[config.mk]
export PLATFORM = sky130hd
export DESIGN_NAME = sdram_req_arbiter
export DESIGN_NICKNAME = d
export VERILOG_FILES = /design/src/rtl/sdram_req_arbiter.sv
export SDC_FILE = /design/constraint.sdc
export NUM_CORES = 1
export LEC_CHECK = 0
export BUFFER_PORTS_ARGS = -buffer_cell sky130_fd_sc_hd__buf_2
export CAP_MARGIN = 20
export CORE_MARGIN = 4
export CORE_UTILIZATION = 40
export CTS_CLUSTER_DIAMETER = 120
export DETAILED_ROUTE_END_ITERATION = 8
export PLACE_DENSITY = 0.76
export SETUP_SLACK_MARGIN = 0.1
export SYNTH_ARGS = -nofsm -noshare
export SYNTH_HDL_FRONTEND = slang
export SYNTH_SLANG_ARGS = --single-unit
[constraint.sdc]
create_clock -name clk -period 1.58 [get_ports clk]
set_input_delay 0.237 -clock clk [delete_from_list [all_inputs] [get_ports clk]]
set_output_delay 0.237 -clock clk [all_outputs]
set_load 0.05 [all_outputs]
[src/rtl/sdram_req_arbiter.sv]
// rtl/sdram_req_arbiter.sv - two-port (code/data) request arbiter in front of an SDRAM controller; optional macro SDRAM_ARB_CODE_PRIORITY_EN
module sdram_req_arbiter #(
  parameter int ADDR_W  = 23,
  parameter int TIMEOUT = 255
) (
  input  logic              clk,
  input  logic              rst_n,
  // code port
  input  logic              c_req,
  input  logic              c_we,
  input  logic [31:0]       c_adr,
  input  logic [31:0]       c_wdat,
  input  logic [3:0]        c_sel,
  output logic              c_ack,
  output logic              c_err,
  output logic [31:0]       c_rdat,
  // data port
  input  logic              d_req,
  input  logic              d_we,
  input  logic [31:0]       d_adr,
  input  logic [31:0]       d_wdat,
  input  logic [3:0]        d_sel,
  output logic              d_ack,
  output logic              d_err,
  output logic [31:0]       d_rdat,
  // SDRAM controller command side
  output logic              m_in_valid,
  output logic              m_rw,
  output logic [ADDR_W-1:0] m_addr,
  output logic [31:0]       m_wdata,
  output logic [3:0]        m_mask,
  input  logic              m_busy,
  input  logic              m_out_valid,
  input  logic [31:0]       m_rdata,
  output logic [1:0]        grant
);

  typedef enum logic [1:0] {IDLE, ISSUE, WAIT_RD, ACK} state_t;

  state_t      state, state_nxt;
  logic        last_data;   // 1: data port was granted most recently
  logic [7:0]  cnt;
  logic        err_q;
  logic        pick_data;
  logic        any_req;
  logic        sel_we;
  logic [31:0] sel_adr;
  logic [31:0] sel_wdat;
  logic [3:0]  sel_sel;
  logic [22:0] remap_adr;
  logic        rd_timeout;
  logic        unused_adr;

  assign any_req = c_req | d_req;

  // Winner selection for the IDLE cycle; code always wins ties when prioritised
`ifdef SDRAM_ARB_CODE_PRIORITY_EN
  assign pick_data = d_req & ~c_req;
`else
  assign pick_data = d_req & (~c_req | ~last_data);
`endif

  assign sel_we   = pick_data ? d_we   : c_we;
  assign sel_adr  = pick_data ? d_adr  : c_adr;
  assign sel_wdat = pick_data ? d_wdat : c_wdat;
  assign sel_sel  = pick_data ? d_sel  : c_sel;

  // Code lives in banks 2/3, data in banks 0/1; adr[8] picks within the pair
  assign remap_adr  = {sel_adr[22:10], ~pick_data, sel_adr[8], sel_adr[7:0]};
  assign unused_adr = ^{sel_adr[31:23], sel_adr[9]};

  // Counter value TIMEOUT-1 marks the last permitted WAIT_RD cycle
  assign rd_timeout = (cnt == 8'(TIMEOUT - 1));

  // State register
  always_ff @(posedge clk or negedge rst_n) begin
    if (!rst_n) state <= IDLE;
    else        state <= state_nxt;
  end

  // Next-state and port-facing strobes
  always_comb begin
    state_nxt  = state;
    m_in_valid = 1'b0;
    c_ack      = 1'b0;
    d_ack      = 1'b0;
    c_err      = 1'b0;
    d_err      = 1'b0;
    case (state)
      IDLE: begin
        if (any_req) state_nxt = ISSUE;
      end
      ISSUE: begin
        m_in_valid = 1'b1;
        if (!m_busy) state_nxt = m_rw ? ACK : WAIT_RD;
      end
      WAIT_RD: begin
        if (m_out_valid || rd_timeout) state_nxt = ACK;
      end
      ACK: begin
        c_ack     = grant[0];
        d_ack     = grant[1];
        c_err     = grant[0] & err_q;
        d_err     = grant[1] & err_q;
        state_nxt = IDLE;
      end
      default: state_nxt = IDLE;
    endcase
  end

  // Command latch, grant bookkeeping, read-data capture and timeout counter
  always_ff @(posedge clk or negedge rst_n) begin
    if (!rst_n) begin
      grant     <= 2'b00;
      last_data <= 1'b1;
      cnt       <= 8'd0;
      err_q     <= 1'b0;
      m_rw      <= 1'b0;
      m_addr    <= '0;
      m_wdata   <= 32'h0;
      m_mask    <= 4'h0;
      c_rdat    <= 32'h0;
      d_rdat    <= 32'h0;
    end else begin
      case (state)
        IDLE: begin
          if (any_req) begin
            grant   <= pick_data ? 2'b10 : 2'b01;
            m_rw    <= sel_we;
            m_addr  <= ADDR_W'(remap_adr);
            m_wdata <= sel_wdat;
            m_mask  <= sel_we ? sel_sel : 4'h0;
            err_q   <= 1'b0;
          end
        end
        ISSUE: begin
          if (!m_busy) cnt <= 8'd0;
        end
        WAIT_RD: begin
          if (m_out_valid) begin
            err_q <= 1'b0;
            if (grant[1]) d_rdat <= m_rdata;
            else          c_rdat <= m_rdata;
          end else if (rd_timeout) begin
            err_q <= 1'b1;
            if (grant[1]) d_rdat <= 32'h0;
            else          c_rdat <= 32'h0;
          end else begin
            cnt <= cnt + 8'd1;
          end
        end
        ACK: begin
          last_data <= grant[1];
          grant     <= 2'b00;
          err_q     <= 1'b0;
        end
        default: grant <= 2'b00;
      endcase
    end
  end

endmodule
==> impl_metrics.json <==
{
  "synth_xor_area_frac": 0,
  "critical-path-top-delay-family": "flip-flops",
  "worst_pin_slew_ns": 0.430,
  "fill_cells": 1043,
  "cp.depth": 7,
  "crit_fanout": 5,
  "drt-total-wl_um": 21300,
  "fp.dieH_um": 127,
  "grt_usage": 0.232,
  "synth-compound-area-share": 0.241,
  "cts_max_path_buffers": 2,
  "grt_overflow": 0,
  "dieArea_um2": 16200,
  "syn_area_per_cell_um2": 12.7,
  "total_power_mw": 22.5,
  "setup_ws_ns": -0.112,
  "drt_iter0_drc": 789,
  "synth_top_family_by_area": "compound AO/OA/AOI/OAI gates",
  "start_util": 0.409,
  "area_growth_pct": 55.2,
  "grt_pass1_wl_um": 29600,
  "cp_num_buf_inv": 2,
  "critical_path_required_ns": 1.88,
  "grt_pass1_vias": 5408,
  "slew_violations": 0,
  "critPathLaunchType": "flip-flop",
  "status": "finished, violations left",
  "reg2reg_from": "state[1]$_DFFE_PN0P_",
  "synthSimpleGateAreaFrac": 0.0452,
  "maxCapViolCount": 0,
  "arrival_ns": 1.99,
  "synth-edff-count": 0,
  "gp_congestion": 0.889,
  "dominantRegCellSynth": "dfrtp_1",
  "yosysMostFrequentCell": "dfrtp_1",
  "startpoint": "state[1]$_DFFE_PN0P_",
  "syn_area_um2": 5680,
  "crit_type": "reg2reg",
  "crit_top_cell": "buf_6",
  "syn_nets": 629,
  "slowest_stage": "dfrtp_2",
  "min_period_over_period": 1.07,
  "holdPathStages": 3,
  "ys_warn_count": 0,
  "antenna_left": 0,
  "critPathCaptureType": "flip-flop",
  "dr_total_vias": 5521,
  "cp_cell_sequence": "buf_6 > ha_4 > and2b_2 > o211ai_4 > buf_6 > nor2_1 > a211o_1",
  "drc": 0,
  "hold_viol_final": 0,
  "yosys.area.top_type": "dfrtp_1",
  "wl_per_cell_um": 22.0,
  "diodes": 0,
  "clk_latency_ns": 0.41,
  "clkTransAtPathRegs_ns": 0.06,
  "ys_seq_area_frac": 0.608,
  "detail_route.first_pass.iterations": 8,
  "worstRegToRegCells": 7,
  "hpwl_um": 13200,
  "ios": 307,
  "ir_drop_mv": 1.37,
  "drive_gt1_frac": 0.530,
  "synthTopCellsByCount": "137 x dfrtp_1, 66 x a22o_1, 60 x inv_1",
  "rsz0062_at_grt": "yes",
  "relSlewSlack": 0.714,
  "core_um2": 13900,
  "die_width_um": 127,
  "failed_checks": "negative setup slack",
  "cpPeakStageDelay_ns": 0.46,
  "cts_root_buf": "clkbuf_16",
  "synth.area.mux_share": 0.0108,
  "crit_path_end": "cnt[6]$_DFFE_PN0P_",
  "r2r_end": "cnt[6]$_DFFE_PN0P_",
  "synth_fa_ha_area_frac": 0.0154,
  "final_nets": 959,
  "cts_sinks": 138,
  "skew_ns": 0.0130,
  "ys_ff_latch": 138,
  "yosysTopAreaCellShare": 0.604,
  "finalSetupViolations": 110,
  "htreeDepth": 4,
  "final_util": 0.635,
  "synthCells": 446,
  "vias_per_cell": 5.70,
  "hold_path.class": "in2reg",
  "power.density_nw_per_um2": 2550,
  "async_reset_ff_frac": 1.00,
  "p_leak_nw": 4.82,
  "antenna_found_initial": 0,
  "dp_slack_ns": -0.245,
  "cts_tree": "done",
  "numCtsBuffers": 17,
  "clock.fmax_ghz": 0.591,
  "synthTopCellsByArea": "dfrtp_1 60%, a22o_1 10%, a222oi_1 9.5%",
  "synth.distinct_cells": 42,
  "ff2ff_setup_slack_ns": -0.11,
  "min_period_ns": 1.69,
  "port_buffers": 286,
  "num_rows": 43,
  "grt_max_degree": 42
}
## per-layer routing
| layer | routed length, um | track usage |
|---|---|---|
| met5 | 0 | 0 |
| met4 | 549 | 0.0883 |
| met3 | 1970 | 0.0539 |
| met2 | 10900 | 0.395 |
| met1 | 7910 | 0.288 |
## worst reg2reg max path: stages (launching register included)
cell and delay [ns]:
dfrtp_2 0.46, buf_6 0.15, ha_4 0.16, and2b_2 0.24, o211ai_4 0.11, buf_6 0.16, nor2_1 0.05, a211o_1 0.26
## cell usage in the layout (no fill, tap or decap), drive strengths merged, types with 2 or more instances in the layout
| cell | n |
|---|---|
| clkinvlp | 2 |
| a21o | 3 |
| a222oi | 54 |
| mux2i | 5 |
| nand2 | 14 |
| and2 | 10 |
| a211o | 3 |
| a22o | 66 |
| buf | 330 |
| clkbuf | 28 |
| nor2 | 8 |
| nand3 | 5 |
| nand2b | 4 |
| bufinv | 2 |
| nor3 | 3 |
| dfrtp | 137 |
| nor4 | 2 |
| nand3b | 2 |
| clkinv | 5 |
| o21ai | 12 |
| ha | 7 |
| inv | 64 |
| and3 | 4 |
| o22a | 3 |
## kinds of logic after synthesis
logic type,after synthesis
flops,138
fa+ha+maj,7
simple gates,48
compound gates,152
mux,6
buf+inv,95
## final cells by class
| class | instances | area, um^2 | share of cell area |
|---|---|---|---|
| clock buffers | 19 | 433 | 0.0491 |
| clock inverters | 13 | 143 | 0.0162 |
| inverters | 60 | 238 | 0.0270 |
| multi-input cells | 219 | 2040 | 0.231 |
| flip-flops and latches | 138 | 3460 | 0.393 |
| well taps | 180 | 225 | 0.0256 |
| repair buffers | 340 | 2280 | 0.258 |
## how the worst min path moves through the flow
stage	start	to	slack, ns
floorplan	rst_n	c_rdat[0]$_DFFE_PN0P_	-0.06
global placement	rst_n	d_rdat[25]$_DFFE_PN0P_	0.19
detailed placement	rst_n	d_rdat[25]$_DFFE_PN0P_	0.19
CTS	c_adr[20]	m_addr[20]$_DFFE_PN0P_	0.02
global route	c_wdat[6]	m_wdata[6]$_DFFE_PN0P_	0.03
finish	c_adr[20]	m_addr[20]$_DFFE_PN0P_	0.04
## where the power goes
group	switching, mW	leakage, nW	internal, mW	total (mW)
Combinational	8.54	2.80	3.92	12.5
Sequential	1.02	1.74	5.12	6.15
Clock	1.54	0.279	2.34	3.88
Total	11.1	4.82	11.4	22.5
## timing repair
item,CTS,global route
endpoints found under the hold margin,37,0
setup endpoints to repair,139,141
pin swaps,16,64
setup buffers,8,6
resized for setup,41,44
gates cloned,8,12
hold buffers,1,0
## registers in the layout (all words and copies together) (netlist names)
register   flops
c_rdat        32
cnt            8
d_rdat        32
err_q          1
grant          2
last_data      1
m_addr        23
m_mask         4
m_rw           1
m_wdata       32
state          2
## metrics by stage
step,cells,hold slack [ns],setup TNS (ns),area (um^2)
floorplan,446,-0.0586,-2.56,5760
global placement,902,0.186,-3.58,7460
detailed placement,902,0.194,-8.29,7460
CTS,951,0.0216,-1.06,8350
global route,969,0.0330,-9.69,8810
finish,969,0.0422,-3.41,8810
Power figures use the tool's default switching activity.
